File: src/rtl/alu_arbiter.sv
// alu_arbiter: round-robin arbiter sharing one combinational ALU between two requesters, with a one-deep response register
module alu_arbiter #(
    parameter int N = 32
) (
    input  logic         clk,
    input  logic         rst_n,
    input  logic         req0_valid,
    output logic         req0_ready,
    input  logic [N-1:0] req0_a,
    input  logic [N-1:0] req0_b,
    input  logic [2:0]   req0_op,
    input  logic         req1_valid,
    output logic         req1_ready,
    input  logic [N-1:0] req1_a,
    input  logic [N-1:0] req1_b,
    input  logic [2:0]   req1_op,
    output logic [N-1:0] alu_a,
    output logic [N-1:0] alu_b,
    output logic [2:0]   alu_op,
    input  logic [N-1:0] alu_result,
    input  logic [3:0]   alu_status,
    output logic         rsp_valid,
    input  logic         rsp_ready,
    output logic         rsp_id,
    output logic [N-1:0] rsp_result,
    output logic [3:0]   rsp_status,
    output logic         rsp_err
);
    logic last_grant;
    logic grant;
    logic accept;
    logic unsupported;
    always_comb begin
        grant       = (req0_valid && req1_valid) ? !last_grant : req1_valid;
        // rst_n gates the handshake so nothing is offered while reset is held
        accept      = rst_n && (req0_valid || req1_valid) && (!rsp_valid || rsp_ready);
        req0_ready  = accept && !grant;
        req1_ready  = accept && grant;
        alu_a       = !accept ? '0 : grant ? req1_a : req0_a;
        alu_b       = !accept ? '0 : grant ? req1_b : req0_b;
        alu_op      = !accept ? '0 : grant ? req1_op : req0_op;
        unsupported = alu_op[2] && (alu_op[1] || !alu_op[0]);
    end
    always_ff @(posedge clk or negedge rst_n) begin
        if (!rst_n) begin
            last_grant <= 1'b1;
            rsp_valid  <= 1'b0;
            rsp_id     <= 1'b0;
            rsp_result <= '0;
            rsp_status <= '0;
            rsp_err    <= 1'b0;
        end else if (accept) begin
            last_grant <= grant;
            rsp_valid  <= 1'b1;
            rsp_id     <= grant;
            rsp_result <= unsupported ? '0 : alu_result;
            rsp_status <= unsupported ? '0 : alu_status;
            rsp_err    <= unsupported;
        end else if (rsp_ready) begin
            rsp_valid  <= 1'b0;
        end
    end
endmodule
File: config.mk
export PLATFORM = sky130hd
export DESIGN_NAME = alu_arbiter
export DESIGN_NICKNAME = d
export VERILOG_FILES = /design/src/rtl/alu_arbiter.sv
export SDC_FILE = /design/constraint.sdc
export NUM_CORES = 1
export LEC_CHECK = 0
export CORE_AREA = 4 4 108 110
export CTS_BUF_LIST = sky130_fd_sc_hd__clkbuf_2
export DETAILED_ROUTE_END_ITERATION = 16
export DIE_AREA = 0 0 112 114
export GPL_TIMING_DRIVEN = 0
export PLACE_DENSITY = 0.69
export SLEW_MARGIN = 20
export SYNTH_ARGS = -nofsm -noshare
export SYNTH_HDL_FRONTEND = slang
export SYNTH_SLANG_ARGS = --single-unit
export TNS_END_PERCENT = 1
File: constraint.sdc
create_clock -name clk -period 2.07 [get_ports clk]
set_input_delay 0.414 -clock clk [delete_from_list [all_inputs] [get_ports clk]]
set_output_delay 0.414 -clock clk [all_outputs]
set_load 0.01 [all_outputs]
# Word level (Yosys, flattened, before mapping)
# Cells that the tools add are included.
[classes]
shift = 0
n_eq_ne = 0
muxes = 11
bitwise = 0
n_mul = 0
n_reduce_logical = 14
n_addsub = 0
n_lt_le_gt_ge = 0
div = 0
[op_table]
columns = ["cell", "n"]
rows = [
  ["2-to-1 mux 32 bit", 5],
  ["logical AND 1 bit", 6],
  ["2-to-1 mux 3 bit", 2],
  ["zero test 1 bit", 4],
  ["2-to-1 mux 4 bit", 1],
  ["logical OR 1 bit", 3],
  ["2-to-1 mux 1 bit", 3],
  ["nonzero test 2 bit", 1],
]
[word_totals]
ff_bits = 40
romBits = 0
n_memories = 0
elab_cells = 31
mem_bits_rw = 0
out_inout_bits = 108
input_bits = 175
latchBits = 0

# Depth between registers and ports, before layout
[logic_depth]
word_depth = 8
depth_mapped = 7
mapped_depth_nobuf = 5

# Worst setup path before layout
# OpenSTA, ideal clock, no wires.
[synth_timing]
kind = "input to output"
from = "in rsp_ready"
to = "out alu_a[14]"
cell_stages = 6
required_ps = 1656
setup_slack_ps = 71
arrival_time_ps = 1585
n_path_buf = 3
path_cell_list = "nand2b_1 > and4_1 > clkbuf_1 > buf_2 > buf_1 > a22o_1"
[synth_between]
elab_chain_len = 3
[synth_lines]
columns = ["element", "line_no", "source"]
rows = [
  ["from (decl)", "23", "input logic rsp_ready,"],
  ["logical OR 1 bit", "36", "accept = rst_n && (req0_valid || req1_valid) && (!rsp_valid || rsp_ready);"],
  ["logical AND 1 bit", "36", ""],
  ["2-to-1 mux 32 bit", "39", "alu_a = !accept ? '0 : grant ? req1_a : req0_a;"],
  ["to (decl)", "17", "output logic [N-1:0] alu_a,"],
]
# No other way between the ends.

# Worst setup path in the final report
[layout_timing]
from = "reg last_grant"
to = "out alu_b[1]"
[layout_between]
elab_chain_len = 4
[layout_lines]
columns = ["element", "line_no", "source"]
rows = [
  ["from (decl)", "29", "logic last_grant;"],
  ["from (signal assigned)", "53", "last_grant <= grant;"],
  ["zero test 1 bit", "34", "grant = (req0_valid && req1_valid) ? !last_grant : req1_valid;"],
  ["2-to-1 mux 1 bit", "34", ""],
  ["2-to-1 mux 32 bit (2 in a row)", "40", "alu_b = !accept ? '0 : grant ? req1_b : req0_b;"],
  ["to (decl)", "18", "output logic [N-1:0] alu_b,"],
]
# No other way between the ends.

==> results.cfg <==
[timing]
whs_ns = 0.4231
period_share = 1.114
period_needed_ns = 2.306
worst_pin_slew_ns = 0.9436
finalSetupViolCount = 67
hold_violations = 0
drv_slew = 0
slew_headroom = 0.3689
rsz0062_at_grt = true
fin_setup_tns_ns = -11.35
fin_ws_ns = -0.2358
fin_worst_skew_ns = 0.01800
fmax_ghz = 0.4337

[setup_path]
cp_num_cells = 6
crit_slowest_cell = dfstp_2
arrival_ns = 1.89
crit_chain = nand2_1 > and4_4 > buf_8 > buf_6 > a22o_4 > buf_6
cp_common_cell = buf_6
rrSetupSlack_ns = 0.19
max_stage_delay_ns = 0.59
timing.rr.start = last_grant$_DFFE_PN1P_
worst_setup_path_start_kind = flop
critPathRequiredTime_ns = 1.66
worst-path-max-fanout = 10
worst_r2r_path_depth = 7
critical_path_buf_inv_count = 3
worstSetupPathType = flop to output port
end_kind = output port
crit_family = flip-flops
crit_start = last_grant$_DFFE_PN1P_
endpoint = alu_b[1]
r2r_end = rsp_err$_DFFE_PN0P_

[logic_synthesis]
synth_cells = 261
synth-edff-count = 0
yosys_warnings = 0
ys_ff_latch = 40
ys.flop_type = dfrtp_1
synth_seq_area_share = 0.4245
syn_avg_cell_area_um2 = 9.046
syn_area_um2 = 2361
async_reset_ff_frac = 1.000
post_synth_num_cell_types = 23
synth_nets = 436

[detailed_routing]
drtIter0Drc = 147
wl_mm = 12.47
wl_per_cell_um = 17.86
vias = 3161
route.detailed.drc = 0
antenna_left = 0
vias_per_cell = 4.529
dr.pass1.iters = 4

[pwr]
ir_drop_mv = 0.2994
p_per_area_nw_per_um2 = 508.5
total_power_mw = 2.781
leakage_nw = 2.436

[clock_network]
cts_buffers = 5
clockRootBuffer = clkbuf_2
clock_latency_ns = 0.38
clkTransAtPathRegs_ns = 0.20
clkSinkCount = 40
ctsLongestPathBuffers = 2
cts_htree_levels = 2
cts_tree = yes

[global_routing]
grt_use_total = 0.1802
grt_overflow = 0
grt_max_degree = 21
grt_pass1_vias = 3438
grt_pass1_wl_mm = 18.49
antenna_found_initial = 1

[run_status]
violations = negative setup slack
status = complete, but fails checks

[final_layout]
seqCellArea_um2 = 1002
stdcell_area_um2 = 5469
nNetsFinal = 731
area_growth_pct = 131.6
multi_input_area_um2 = 1247
final_util = 0.5112
drive_gt1_frac = 0.2280
n_fill_cell = 1018

[floorplanning]
initial_core_util = 0.2207
fp-row-count = 38
io_pins = 283
die_w_um = 112
core_area_um2 = 10700
die-area_um2 = 12770
die_height_um = 114

[place]
port_buffers = 282
dp_hpwl_mm = 10.41
gp_congestion = 0.8873
placed_cell_area_um2 = 5381

[min_path]
min_path_type = input port to flop

[flow_run]
max_cap_violations = 0
==> worst register-to-register path: cells and delay by family, from the launching register on <==
family          cells  cell delay [ns]
compound gates      4             0.78
flops               1             0.59
buf+inv             3             0.42
==> where the power goes <==
part / switching (mW) / total (mW) / leakage, nW / internal, mW
combinational: 0.524 / 1.33 / 1.90 / 0.807
sequential: 0.0731 / 0.985 / 0.496 / 0.912
clock: 0.263 / 0.464 / 0.0390 / 0.202
total: 0.860 / 2.78 / 2.44 / 1.92
==> synth_stat cells, types with 2 or more instances <==
cell type	instances	share of area
buf_6	3	0.014
o21ai_0	8	0.017
buf_1	7	0.011
clkbuf_1	14	0.022
a22o_1	65	0.24
dfrtp_1	39	0.41
o21ai_1	9	0.019
a21o_1	2	0.0064
nand2b_1	2	0.0053
nand2_1	74	0.12
o21ai_2	20	0.074
inv_1	2	0.0032
buf_2	3	0.0064
nor2_1	4	0.0064
==> stage by stage <==
| stage | setup WS, ns | std cells |
|---|---|---|
| after floorplan | 0.07074 | 261 |
| after global placement | -2.648 | 683 |
| after detailed placement | -1.364 | 684 |
| after CTS | -0.3161 | 696 |
| after global routing | -0.3679 | 697 |
| final | -0.2358 | 698 |
==> cells by family after synthesis <==
family                 Yosys count  share of synthesized area
buffers and inverters           29                    0.05723
and+or+nand+nor                 84                     0.1415
DFF                             40                     0.4245
AOI/OAI and AO/OA              108                     0.3768
==> metal layers <==
metal	vias up	track usage	part of all wire
met1	1458	0.2126	0.39
met4	0	0.02564	0.0078
li1	1538	-	-
met2	154	0.3253	0.51
met3	11	0.06207	0.088
met5	-	0	0
==> worst min-delay path by stage <==
stage | from | to | slack, ns | depth (start not counted)
finish | rsp_ready | rsp_valid$_DFFE_PN0P_ | 0.42 | 3
global route | rsp_ready | rsp_valid$_DFFE_PN0P_ | 0.38 | 3
CTS | rst_n | last_grant$_DFFE_PN1P_ | 0.02 | 2
detailed placement | rst_n | rsp_result[22]$_DFFE_PN0P_ | 0.43 | 1
global placement | rsp_result[30]$_DFFE_PN0P_ | rsp_result[30]$_DFFE_PN0P_ | 0.46 | 2
floorplan | rst_n | rsp_err$_DFFE_PN0P_ | 0.12 | 0
==> layout by cell type (no fill, tap or decap), drive strengths merged <==
master | synthesis | layout
nand3 | 1 | 1
o311a | 1 | 1
clkinv | 0 | 1
nand2 | 74 | 74
a21o | 2 | 2
inv | 2 | 2
nor2b | 1 | 1
a21oi | 1 | 1
dlygate4sd2 | 0 | 3
nor2 | 4 | 4
clkdlybuf4s15 | 0 | 10
bufinv | 0 | 1
buf | 13 | 76
bufbuf | 0 | 1
dlygate4sd3 | 0 | 3
a22oi | 1 | 1
clkdlybuf4s50 | 0 | 210
clkbuf | 14 | 17
o21ai | 37 | 37
dfstp | 1 | 1
and2 | 1 | 1
a22o | 65 | 65
nand2b | 2 | 2
and4 | 1 | 1
diode | 0 | 1
dfrtp | 39 | 39
clkinvlp | 0 | 1
o2111a | 1 | 1
==> area by class of cell <==
| class | count | area share |
|---|---|---|
| well taps | 140 | 0.03203 |
| plain buffers | 26 | 0.04782 |
| multi-input cells | 192 | 0.2281 |
| flip-flops and latches | 40 | 0.1833 |
| diodes | 1 | 0.0004576 |
| repair buffers | 289 | 0.4946 |
| clock inverters | 3 | 0.007779 |
| inverters | 2 | 0.001373 |
| clock buffers | 5 | 0.004576 |
==> flip-flops by register name, summed over array words and instances (netlist names) <==
signal      count
rsp_result     32
last_grant      1
rsp_err         1
rsp_id          1
rsp_status      4
rsp_valid       1
==> what timing repair did <==
action / CTS / global route
setup buffers: 2 / 0
gates resized for setup: 303 / 28
hold endpoints to repair: 20 / 1
endpoints found under the setup margin: 89 / 81
hold buffers: 2 / 1
cloned: 1 / 0
pin swaps: 14 / 11
Note: power is estimated with default switching activity, not from simulation.
==> edit 1, RTL diff (same settings) <==
`N`: 32 -> 64.
--- a/src/rtl/alu_arbiter.sv
+++ b/src/rtl/alu_arbiter.sv
@@ -1,6 +1,6 @@
 // alu_arbiter: round-robin arbiter sharing one combinational ALU between two requesters, with a one-deep response register
 module alu_arbiter #(
-    parameter int N = 32
+    parameter int N = 64
 ) (
     input  logic         clk,
     input  logic         rst_n,
Ports: changed (8 resized); port bits go from 283 to 539. No check against the original RTL was run, so the function may have changed too.
==> edit 1 against the original RTL <==
- the run now fails in 3_2_place_iop
- area after synthesis up 77%
==> edit 1: results (changes against the original RTL) <==
synthesized-area fraction occupied by adder cells 0% (unchanged); Core Rows 38 (unchanged); Synth cell types 21 (-8.7%); synth warn 0 (unchanged); Seq cells post-synth 72 (+80%); ys async rst share 100% (unchanged); multiplexer share of the synthesized area 0% (unchanged); Syn Inst Count 479 (+84%); Stopped at 3_2_place_iop; largest cells by area after synthesis dfrtp_1, a22o_1, nand2_1; Synth Area in XOR/XNOR 0% (unchanged); Commonest cells post-synth nand2_1, a22o_1, dfrtp_1; Seq/Total Area, Yosys 43.2% (+0.77 points); compound-gate portion of the synthesized area 37.5% (-0.16 points); tool error [ERROR PPL-0024] Number of IO pins (539) exceeds maximum number of available positions (400). Increase the die perimeter from 452.00um to 733.04um.; run status aborted with a tool error; Syn Nets 814 (+87%)
edit 1: changes by cell type after synthesis, sizes merged:
cell / before / now
a22o: 65 / 129
nand2: 74 / 138
clkbuf: 14 / 50
dfrtp: 39 / 71
o21ai: 37 / 69
buf: 13 / 3
edit 1: kinds of logic after synthesis:
family,count (synthesis)
AOI/OAI and AO/OA,204
and+or+nand+nor,148
DFF,72
buffers and inverters,55
==> edit 2, RTL diff (same settings) <==
Without the edit above. Make the reset (`rst_n`) synchronous in one clocked block.
--- a/src/rtl/alu_arbiter.sv
+++ b/src/rtl/alu_arbiter.sv
@@ -41,7 +41,7 @@
         alu_op      = !accept ? '0 : grant ? req1_op : req0_op;
         unsupported = alu_op[2] && (alu_op[1] || !alu_op[0]);
     end
-    always_ff @(posedge clk or negedge rst_n) begin
+    always_ff @(posedge clk) begin
         if (!rst_n) begin
             last_grant <= 1'b1;
             rsp_valid  <= 1'b0;
Behaviour: differs if rst_n is asserted again (counterexample within 4 cycles, from zero or initial values and one cycle with rst_n low); with rst_n held inactive, the same outputs for 10 cycles.
==> edit 2 against the original RTL <==
- the flow still finishes with violations (setup timing)
- cell area up 1.7%
- cell count up 2.6%
- routed wire length up 22%
- highest routed layer unchanged
- via count up 12%
- area after synthesis down 0.16%
- global-route usage up 4.0 points
- largest power group unchanged
- setup slack worse by 4.9 ps
- sequential cell count unchanged
- critical path type unchanged
- critical path depth unchanged
- largest cell class unchanged
- total power down 15%
==> edit 2: results (changes against the original RTL) <==
failing checks setup timing; largest net degree at the start of global routing 13 (-38%); comb pwr 1.14 mW (-14%); placed insts 692 (+1.2%); Syn Inst Count 271 (+3.8%); worst setup path startpoint last_grant; r2r setup slk 350 ps (+160 ps); worst setup margin -241 ps (-4.92 ps); P_leak 2.47 nW (+1.3%); worst hold slack 460 ps (+36.7 ps); Repair and plain buffers 333 (+5.7%); Worst Path Max Fanout 7 (-3); clk_skew 6.88 ps (-11.1 ps); number of non-clock inverters in the layout 0 (-2); met3 Use GR 5.57% (-0.64 points); mean number of vias per cell 4.95 (+9.2%); Synth cell types 24 (+4.3%); routability congestion estimate from global placement 0.973 (+9.6%); final setup vio count 66 (-1.5%); ys async rst share 0% (-100 points); DR WL met2 7.69 mm (+21%); initial antenna violation count 0 (-1); Hold Path Stages 4 (+1); top-area cell type share of the netlist area 34.0% (-7.4 points); DP Wirelength 12.4 mm (+19%); Non-clock buffering overhead 56.9% (+2.7 points); Seq/Total Area, Yosys 34.0% (-8.5 points); met1 WL 5.85 mm (+19%); clk tree area frac 0.697% (-0.54 points); drt first-iter violations 166 (+13%); number of global-route vias before repair 3633 (+5.7%); global-route wire length before repair 21.6 mm (+17%); fraction of area in multi-input gates 24.8% (+2.0 points); Commonest cells post-synth a22o_1, dfxtp_1, nand2_1; run status complete, but fails checks; Filler cells 1031 (+1.3%); Worst-Skew Late Latency 400 ps (+20 ps); reg2reg end rsp_status[1]
-- edit 2: changes by cell type after synthesis, sizes merged, moves of 6 or more --
cell | unedited run | this run
a22oi | 1 | 36
nand2 | 74 | 40
dfxtp | 0 | 40
nand3 | 1 | 36
dfrtp | 39 | 0
clkbuf | 14 | 8
buf | 13 | 28
o21ai | 37 | 0
-- edit 2: cells by family (layout without fill, tap and decap cells) --
family                 count (synthesis)  after routing
AOI/OAI and AO/OA                    106            106
DFF                                   40             40
and+or+nand+nor                       89             89
buffers and inverters                 36            341
-- edit 2: worst max-delay path, stage by stage, from the launching register on --
cell and delay (ps):
dfxtp_2 380, nand2b_4 130, and4_1 200, buf_6 140
bufbuf_16 270, a22o_1 240, buf_6 140
-- edit 2: worst min path at each step --
stage | start | end
floorplan | last_grant | last_grant
global placement | rsp_result[27] | rsp_result[27]
detailed placement | rsp_result[4] | rsp_result[4]
CTS | req1_valid | rsp_valid
global route | rsp_ready | rsp_valid
finish | rsp_ready | rsp_valid
-- edit 2: timing repair --
item                                    4_1_cts  5_1_grt
hold endpoints to repair                      0        0
hold buffers                                  0        0
buffers inserted                             12        1
gates resized for setup                     326       32
cloned                                        5        0
endpoints found under the setup margin       69       69
pin swaps                                    13       32
-- edit 2: metrics by stage --
| stage | area, µm² | setup slack, ps | utilization [%] | TNS (ps) |
|---|---|---|---|---|
| floorplan | 2360 | 243 | - | 0 |
| global placement | 5350 | -892 | 50.0 | -59200 |
| detailed placement | 5350 | -935 | 50.0 | -63620 |
| CTS | 5510 | -323 | 51.5 | -17470 |
| global route | 5560 | -345 | 52.0 | -18190 |
| finish | 5560 | -241 | 52.0 | -10530 |
